## src/rtl/usb_rx_pkg.sv

```systemverilog
// Shared types and constants for the full-speed USB receive front end.
package usb_rx_pkg;

   typedef enum logic [2:0] {
      IDLE,
      SYNC,
      DATA,
      EOP,
      WAIT_J
   } rx_state_e;

   localparam int unsigned STUFF_LEN     = 6;
   localparam int unsigned BITS_PER_BYTE = 8;

   // Line-state encodings as {se0, j_not_k}
   localparam logic [1:0] LS_J   = 2'b01;
   localparam logic [1:0] LS_K   = 2'b00;
   localparam logic [1:0] LS_SE0 = 2'b10;

endpackage

```

## src/rtl/usb_rx_dpll.sv

```systemverilog
// Line synchroniser and 4x-oversampling clock recovery; strobes once per bit at mid-bit.
module usb_rx_dpll
   import usb_rx_pkg::*;
(
   input  logic       clk,
   input  logic       rst,
   input  logic       j_not_k,
   input  logic       se0,
   output logic [1:0] line,
   output logic       se0_now,
   output logic       strobe
);

   logic [1:0] meta;
   logic [1:0] sync;
   logic [1:0] phase;
   logic [1:0] phase_nxt;

   // line lags sync by one cycle so a bit cut short by an early edge is still sampled
   always_comb begin
      phase_nxt = phase + 2'd1;
      if (sync != line) begin
         phase_nxt = 2'd0;
      end
   end

   always_ff @(posedge clk) begin
      if (rst) begin
         meta   <= LS_J;
         sync   <= LS_J;
         line   <= LS_J;
         phase  <= 2'd0;
         strobe <= 1'b0;
      end else begin
         meta   <= {se0, j_not_k};
         sync   <= meta;
         line   <= sync;
         phase  <= phase_nxt;
         strobe <= (phase_nxt == 2'd2);
      end
   end

   assign se0_now = sync[1];

endmodule

```

## src/rtl/usb_rx_phy.sv

```systemverilog
// Full-speed USB receiver: NRZI decode, SYNC detect, unstuffing, byte assembly, EOP and bus reset.
module usb_rx_phy
   import usb_rx_pkg::*;
#(
   parameter int unsigned RESET_CYCLES   = 120,
   parameter int unsigned SYNC_MIN_ZEROS = 3
) (
   input  logic       i_clk_48mhz,
   input  logic       i_rst,
   input  logic       i_usb_j_not_k,
   input  logic       i_usb_se0,
   input  logic       i_tx_active,
   output logic       o_rx_active,
   output logic [7:0] o_rx_data,
   output logic       o_rx_valid,
   output logic       o_rx_eop,
   output logic       o_rx_err,
   output logic       o_usb_reset
);

   localparam int unsigned RST_CNT_W  = $clog2(RESET_CYCLES + 1);
   localparam int unsigned ZERO_CNT_W = $clog2(SYNC_MIN_ZEROS + 2);
   localparam int unsigned BIT_CNT_W  = $clog2(BITS_PER_BYTE);
   localparam int unsigned ONES_CNT_W = $clog2(STUFF_LEN + 1);

   logic [1:0]            line;
   logic                  se0_now;
   logic                  strobe;
   rx_state_e             state, state_nxt;
   logic                  prev_j, prev_j_nxt;
   logic [ZERO_CNT_W-1:0] zero_cnt, zero_cnt_nxt;
   logic [BIT_CNT_W-1:0]  bit_cnt, bit_cnt_nxt;
   logic [ONES_CNT_W-1:0] ones_cnt, ones_cnt_nxt;
   logic [6:0]            acc, acc_nxt;
   logic [7:0]            byte_c;
   logic                  active_nxt, valid_nxt, eop_nxt, err_nxt;
   logic [7:0]            data_nxt;
   logic                  is_j, is_k, is_se0, bit_val;
   logic [RST_CNT_W-1:0]  rst_cnt, rst_cnt_nxt;

   usb_rx_dpll u_dpll (
      .clk     (i_clk_48mhz),
      .rst     (i_rst),
      .j_not_k (i_usb_j_not_k),
      .se0     (i_usb_se0),
      .line    (line),
      .se0_now (se0_now),
      .strobe  (strobe)
   );

   assign is_j    = (line == LS_J);
   assign is_k    = (line == LS_K);
   assign is_se0  = line[1];
   assign bit_val = (line[0] == prev_j);
   assign byte_c  = {bit_val, acc};

   always_comb begin
      state_nxt    = state;
      prev_j_nxt   = prev_j;
      zero_cnt_nxt = zero_cnt;
      bit_cnt_nxt  = bit_cnt;
      ones_cnt_nxt = ones_cnt;
      acc_nxt      = acc;
      active_nxt   = o_rx_active;
      data_nxt     = o_rx_data;
      valid_nxt    = 1'b0;
      eop_nxt      = 1'b0;
      err_nxt      = 1'b0;
      if (i_tx_active) begin
         state_nxt    = IDLE;
         prev_j_nxt   = 1'b1;
         zero_cnt_nxt = '0;
         bit_cnt_nxt  = '0;
         ones_cnt_nxt = '0;
         active_nxt   = 1'b0;
      end else if (strobe) begin
         if (!is_se0) begin
            prev_j_nxt = line[0];
         end
         unique case (state)
            IDLE: begin
               if (is_k) begin
                  state_nxt    = SYNC;
                  zero_cnt_nxt = ZERO_CNT_W'(1);
               end
            end
            SYNC: begin
               if (is_se0) begin
                  state_nxt = WAIT_J;
               end else if (!bit_val) begin
                  if (zero_cnt != '1) begin
                     zero_cnt_nxt = zero_cnt + ZERO_CNT_W'(1);
                  end
               end else if (zero_cnt >= ZERO_CNT_W'(SYNC_MIN_ZEROS)) begin
                  state_nxt    = DATA;
                  active_nxt   = 1'b1;
                  bit_cnt_nxt  = '0;
                  ones_cnt_nxt = '0;
               end else begin
                  state_nxt = WAIT_J;
               end
            end
            DATA: begin
               if (is_se0) begin
                  state_nxt = EOP;
               end else if (ones_cnt == ONES_CNT_W'(STUFF_LEN)) begin
                  // stuff slot: a 0 is dropped, a 1 is a stuffing violation
                  if (bit_val) begin
                     err_nxt    = 1'b1;
                     active_nxt = 1'b0;
                     state_nxt  = WAIT_J;
                  end else begin
                     ones_cnt_nxt = '0;
                  end
               end else begin
                  ones_cnt_nxt = bit_val ? ones_cnt + ONES_CNT_W'(1) : '0;
                  acc_nxt      = byte_c[7:1];
                  if (bit_cnt == BIT_CNT_W'(BITS_PER_BYTE - 1)) begin
                     data_nxt    = byte_c;
                     valid_nxt   = 1'b1;
                     bit_cnt_nxt = '0;
                  end else begin
                     bit_cnt_nxt = bit_cnt + BIT_CNT_W'(1);
                  end
               end
            end
            EOP: begin
               if (is_j) begin
                  eop_nxt    = 1'b1;
                  err_nxt    = (bit_cnt > BIT_CNT_W'(1));
                  active_nxt = 1'b0;
                  state_nxt  = IDLE;
               end else if (is_k) begin
                  err_nxt    = 1'b1;
                  active_nxt = 1'b0;
                  state_nxt  = WAIT_J;
               end
            end
            WAIT_J: begin
               if (is_j) begin
                  state_nxt = IDLE;
               end
            end
            default: state_nxt = IDLE;
         endcase
      end
   end

   // Bus-reset timer runs off the earliest synchronised SE0, independent of the FSM
   always_comb begin
      rst_cnt_nxt = '0;
      if (se0_now) begin
         rst_cnt_nxt = (rst_cnt == RST_CNT_W'(RESET_CYCLES)) ? rst_cnt : rst_cnt + RST_CNT_W'(1);
      end
   end

   always_ff @(posedge i_clk_48mhz) begin
      if (i_rst) begin
         state <= IDLE;
      end else begin
         state <= state_nxt;
      end
   end

   always_ff @(posedge i_clk_48mhz) begin
      if (i_rst) begin
         prev_j      <= 1'b1;
         zero_cnt    <= '0;
         bit_cnt     <= '0;
         ones_cnt    <= '0;
         acc         <= '0;
         o_rx_active <= 1'b0;
         o_rx_data   <= 8'h00;
         o_rx_valid  <= 1'b0;
         o_rx_eop    <= 1'b0;
         o_rx_err    <= 1'b0;
         rst_cnt     <= '0;
         o_usb_reset <= 1'b0;
      end else begin
         prev_j      <= prev_j_nxt;
         zero_cnt    <= zero_cnt_nxt;
         bit_cnt     <= bit_cnt_nxt;
         ones_cnt    <= ones_cnt_nxt;
         acc         <= acc_nxt;
         o_rx_active <= active_nxt;
         o_rx_data   <= data_nxt;
         o_rx_valid  <= valid_nxt;
         o_rx_eop    <= eop_nxt;
         o_rx_err    <= err_nxt;
         rst_cnt     <= rst_cnt_nxt;
         o_usb_reset <= (rst_cnt_nxt == RST_CNT_W'(RESET_CYCLES));
      end
   end

endmodule
```

## config.mk

```make
export PLATFORM = sky130hd
export DESIGN_NAME = usb_rx_phy
export DESIGN_NICKNAME = d
export VERILOG_FILES = /design/src/rtl/usb_rx_pkg.sv /design/src/rtl/usb_rx_dpll.sv /design/src/rtl/usb_rx_phy.sv
export SDC_FILE = /design/constraint.sdc
export NUM_CORES = 1
export LEC_CHECK = 0
export BUFFER_PORTS_ARGS = -buffer_cell sky130_fd_sc_hd__buf_2
export CAP_MARGIN = 30
export CORE_MARGIN = 2
export CORE_UTILIZATION = 63
export CTS_CLUSTER_SIZE = 28
export DETAILED_ROUTE_END_ITERATION = 8
export GPL_TIMING_DRIVEN = 0
export MAX_ROUTING_LAYER = met4
export PLACE_DENSITY = 0.83
export REMOVE_ABC_BUFFERS = 1
export SYNTH_ARGS = -nofsm -noshare
export SYNTH_HDL_FRONTEND = slang
export SYNTH_SLANG_ARGS = --single-unit
```

## constraint.sdc

```tcl
create_clock -name i_clk_48mhz -period 4.2 [get_ports i_clk_48mhz]
set_clock_uncertainty 0.15 [all_clocks]
set_input_delay 0.42 -clock i_clk_48mhz [delete_from_list [all_inputs] [get_ports i_clk_48mhz]]
set_output_delay 0.42 -clock i_clk_48mhz [all_outputs]
set_load 0.005 [all_outputs]
```

### After elaboration in Yosys (flattened, before gate mapping)

Cells that the tools add are included.

| word-level totals | value |
|---|---|
| flip-flop bits (word level) | 49 |
| input port bits | 5 |
| output and inout port bits | 13 |

| cells by class | value |
|---|---|
| $add $sub $neg | 5 |
| order comparisons | 2 |
| eq/ne operators | 29 |
| multiplexer cells | 47 |
| bitwise operators | 6 |
| reductions and logical operators | 17 |

Operators with widths:

| operator | number |
|---|---|
| 3-bit two-way mux | 23 |
| 2-bit != test (second input constant) | 11 |
| 7-bit AND reduction | 3 |
| 3-bit one-hot mux with 2 select lines | 3 |
| 1-bit two-way mux | 15 |
| 3-bit one-hot mux with 5 select lines | 1 |
| 7-bit == test (second input constant) | 2 |
| 7-bit two-way mux | 2 |
| 6-bit AND reduction | 2 |
| 3-bit by 1-bit adder with 3-bit output (second input constant) | 3 |
| 3-bit == test (second input constant) | 3 |
| 3-bit by 2-bit != test with 1-bit output (second input constant) | 3 |
| 3-bit != test (second input constant) | 3 |
| 9-bit AND reduction | 1 |
| 7-bit by 1-bit adder with 7-bit output (second input constant) | 1 |
| 3-bit by 2-bit == test with 1-bit output (second input constant) | 2 |
| 1-bit inverter | 6 |
| 6-bit OR reduction | 1 |
| 5-bit AND reduction | 1 |
| 2-bit nonzero test | 2 |
| 4-bit OR reduction | 1 |
| 3-bit by 1-bit == test with 1-bit output (second input constant) | 1 |
| 3-bit by 2-bit >= comparator with 1-bit output (second input constant) | 1 |
| 3-bit by 1-bit greater-than comparator with 1-bit output (second input constant) | 1 |
| 14 further kinds | 14 |

### Longest topological paths before layout

| logic depth | value |
|---|---|
| depth in word-level cells | 5 |
| mapped depth | 7 |

### Hierarchy

Synthesis repeated with hierarchy kept, for this count alone.

| second synthesis, totals | value |
|---|---|
| cells, all modules | 265 |
| area total of the unflattened synthesis | 2290.9 um^2 |

By module, submodules not included:

| module | times used | cells each | area an instance (um^2) | sequential area each (um^2) |
|---|---|---|---|---|
| usb_rx_phy | 1 | 243 | 2021.9 | 800.8 |
| usb_rx_dpll | 1 | 22 | 269.0 | 180.2 |

### Least setup slack after synthesis

No wires, ideal clock.

| timing | value |
|---|---|
| kind | register to register |
| start point | register zero_cnt[0] |
| end point | register ones_cnt[1] |
| setup time | 66 ps |
| arrival | 1697 ps |
| data required time | 3984 ps |
| path slack | 2286 ps |
| cell stages (with the launch flop) | 8 |
| buffers on the path | 1 |
| period minus slack after synthesis | 1914 ps |
| cells stage by stage | dfxtp_1 ha_1 ha_1 a211oi_1 or4_1 buf_2 a211o_1 a21oi_2 |

| between the ends | value |
|---|---|
| cells in the longest elaborated chain, start to end | 3 |

RTL lines:

| what | line | text |
|---|---|---|
| from (decl) | usb_rx_phy.sv:31 | `logic [ZERO_CNT_W-1:0] zero_cnt, zero_cnt_nxt;` |
| from (signal assigned) | usb_rx_phy.sv:181 | `zero_cnt <= zero_cnt_nxt;` |
| 3-bit by 2-bit >= comparator with 1-bit output | usb_rx_phy.sv:94 | `end else if (zero_cnt >= ZERO_CNT_W'(SYNC_MIN_ZEROS)) begin` |
| 2-bit != test (no line) | - |  |
| 7-bit AND reduction (no line) | - |  |
| to (signal assigned) | usb_rx_phy.sv:183 | `ones_cnt <= ones_cnt_nxt;` |
| to (decl) | usb_rx_phy.sv:33 | `logic [ONES_CNT_W-1:0] ones_cnt, ones_cnt_nxt;` |

No other way between the ends.
A chain may end at the register's enable or synchronous reset.

### Final worst setup path

| timing | value |
|---|---|
| start point | register state[1] |
| end point | register o_rx_data[7] |

| between the ends | value |
|---|---|
| cells in the longest elaborated chain, start to end | 2 |

RTL lines:

| what | line | text |
|---|---|---|
| from (decl) | usb_rx_phy.sv:29 | `rx_state_e state, state_nxt;` |
| from (signal assigned) | usb_rx_phy.sv:161 | `state <= state_nxt;` |
| 3-bit by 2-bit == test with 1-bit output | usb_rx_phy.sv:80 | `unique case (state)` |
| 6-bit AND reduction (no line) | - |  |
| to (signal assigned) | usb_rx_phy.sv:186 | `o_rx_data <= data_nxt;` |
| to (decl) | usb_rx_phy.sv:14 | `output logic [7:0] o_rx_data,` |

No other way between the ends.

==> results.py <==
metrics = {
    "run_status": {
        "outcome": "complete, no violations",
    },
    "pwr": {
        "p_sw_share_pct": 22.1,
        "p_clk_share_pct": 35.6,
        "total_leakage_power_nw": 1.06,
        "total_power_uw": 779,
        "p_comb_share_pct": 3.3,
        "power.density_nw_per_um2": 317,
        "p_int_uw": 607,
        "p_sw_uw": 172,
        "ir_worst_vdd_mv": 0.326,
        "seqPwrFrac_pct": 61.0,
    },
    "timing": {
        "hold_viol_final": 0,
        "hold_ws_ps": 78.1,
        "final_max_slew_viol_count": 0,
        "max_slew_margin_pct": 48.2,
        "worst_pin_slew_ps": 774,
        "rsz0062_at_grt": "false",
        "timing.final.crit_share_pct": 58.1,
        "fin_tns_setup_ps": 0,
        "setup_viol": 0,
        "post-route-min-period_ps": 2440,
        "max_freq_mhz": 410,
    },
    "cts": {
        "cts_root_buf": "clkbuf_4",
        "clkTransAtPathRegs_ps": 150,
        "cts_tree": "built",
        "cts.sinks": 49,
        "cts_made_buffers": 5,
        "cts_hold_buffers": 0,
        "clk_latency_ps": 370,
        "cts_setup_buffers": 0,
        "cts_resized": 0,
        "clockBufferDepth": 2,
        "cts_max_level": 2,
    },
    "finish": {
        "design_area_um2": 2460,
        "drive_gt1_share_pct": 12.3,
        "area_growth_pct": 6.97,
        "diodes": 0,
        "fillers": 284,
        "nets": 282,
    },
    "route": {
        "drc": 0,
        "drtPass1Iterations": 4,
        "wl_um": 4250,
        "drt_iter0_drc": 119,
        "viasPerCell": 5.65,
        "drtAntennaViolNets": 0,
        "vias": 1774,
        "wl_per_cell_um": 13.5,
    },
    "synthesis": {
        "yosysUniqueCellTypes": 49,
        "async_flop_share_pct": 0,
        "synth-edff-count": 0,
        "ys_warn_count": 0,
        "synthTopCellsByArea": "dfxtp_1, mux2i_1, ha_1",
        "syn_area_per_cell_um2": 8.91,
        "synthTopCellsByCount": "dfxtp_1, nor2_1, nand2_1",
        "synth_flop_cell": "dfxtp_1",
        "synth_seq_area_share_pct": 42.7,
        "yosysTopAreaCell": "dfxtp_1",
        "synth_area_um2": 2300,
        "syn_inst": 258,
        "synth_seq_cells": 49,
        "synth.most_common_cell": "dfxtp_1",
        "synthDominantCellAreaShare_pct": 42.7,
    },
    "critical_path": {
        "worstPathRequired_ps": 4300,
        "critical_path.max_fanout": 15,
        "crit_path_end_kind": "flop",
        "cp_slowest_stage_delay_ps": 630,
        "cp-start-kind": "flop",
        "path_cells": "nor3b_2 -> nand4_1 -> mux2i_1 -> nor2_1",
        "cpLargestDelayFamily": "simple AND/OR/NAND/NOR gates",
        "worst_ep_arrival_time_ps": 2540,
        "path_class": "reg -> reg",
        "cp_slowest_cell": "nand4_1",
        "path_buf_inv": 0,
    },
    "global_routing": {
        "grt_pass1_wl_um": 7450,
        "grt_max_degree": 26,
        "antenna_found_initial": 0,
        "grt_usage_pct": 23.5,
        "grt_overflow": 0,
        "first_global_vias": 1695,
    },
    "floorplan": {
        "start_util_pct": 67.3,
        "core_area_um2": 3420,
        "die_y_um": 64.4,
        "rows": 21,
        "die_x_um": 64.4,
        "io_pins": 18,
        "die_area_um2": 4150,
    },
    "place": {
        "gp_congestion": 0.837,
        "dpl.hpwl_um": 2880,
        "placed_cell_area_um2": 2380,
        "io_buffers": 17,
    },
    "min_path": {
        "min_path_type": "in -> reg",
    },
    "job": {
        "cap_viol_max_count": 0,
    },
}
[layer usage]
metal / vias up / wire length [µm] / GRT usage, %
met5: - / 0 / -
li1: 912 / - / -
met3: 6 / 210 / 4.75
met1: 817 / 2010 / 28.6
met2: 39 / 1970 / 37.9
met4: 0 / 58 / 10.1
[area by class of cell]
cell class	instances	area [µm²]	share of cell area [%]
clock buffers	6	41.3	1.68
clock inverters	2	38.8	1.58
inverters	11	41.3	1.68
multi-input cells	183	1210	49.4
flip-flops and latches	49	981	39.9
well taps	46	57.6	2.34
repair buffers	17	85.1	3.46
[final timing paths]
path / slack, ps / depth (start not counted) / start / end
setup / recovery: 1760 / 4 / state[1]$_SDFFE_PP0P_ / o_rx_data[7]$_SDFFE_PP0P_
hold / removal: 80 / 2 / i_usb_j_not_k / u_dpll.meta[0]$_SDFF_PP1_
hold reg to reg: 290 / 1 / u_dpll.meta[0]$_SDFF_PP1_ / u_dpll.sync[0]$_SDFF_PP1_
setup reg to reg: 1760 / 4 / state[1]$_SDFFE_PP0P_ / o_rx_data[7]$_SDFFE_PP0P_
[power by group through the flow]
stage | logic, mW | clock network (mW) | registers (mW)
6_report | 0.0257 | 0.278 | 0.476
5_1_grt | 0.0295 | 0.299 | 0.477
4_1_cts | 0.0256 | 0.283 | 0.476
3_5_place_dp | 0.0254 | 0 | 0.486
3_3_place_gp | 0.0246 | 0 | 0.485
2_1_floorplan | 0.0161 | 0 | 0.484
[layout by cell type (no fill, tap or decap), types with 2 or more instances in the layout]
cell type  netlist  routed
o21ai_0          7       7
dfxtp_1         49      49
nor3_1           4       4
mux2i_1         19      19
inv_1           11      11
nor2b_1          7       7
nand4b_1         2       2
a211oi_1         3       3
or3b_2           3       3
nand2_1         20      20
buf_2            2      17
nor2_1          33      33
xor2_1           5       5
o22ai_1          3       3
or3_1            3       3
or2_2            4       4
xnor2_1          5       5
or4_1            3       3
nand3_1          9       9
a211o_1          2       2
o32ai_1          2       2
clkbuf_4         0       5
a21oi_1          7       7
o211ai_1         2       2
and3_1           2       2
nand4_1          4       4
nor3b_1          2       2
a31oi_1          2       2
ha_1            10      10
nand2b_1         2       2
[sequential cells by signal, indices dropped and copies added (netlist names), 2 cells and up]
signal / count
u_dpll.line: 2
o_rx_data: 8
u_dpll.phase: 2
u_dpll.sync: 2
u_dpll.meta: 2
state: 3
ones_cnt: 3
bit_cnt: 3
rst_cnt: 7
zero_cnt: 3
acc: 7
[kinds of logic (layout without fill, tap and decap cells)]
family	count (synthesis)	in the layout	synth area share (%)
compound gates	37	37	10.9
xor+xnor	10	10	3.81
fa+ha+maj	10	10	5.44
buf+inv	26	36	4.52
flops	49	49	42.7
mux	19	19	8.27
simple gates	107	107	24.4
[per-stage QoR]
stage / worst slack, ps / instances / utilization [%]
after CTS: 1760 / 314 / 72.0
after global routing: 1550 / 314 / 72.0
after floorplan: 2150 / 243 / -
final: 1760 / 314 / 72.0
after global placement: 1850 / 306 / 69.6
after detailed placement: 1790 / 306 / 69.6
Note: power is estimated with default switching activity, not from simulation.
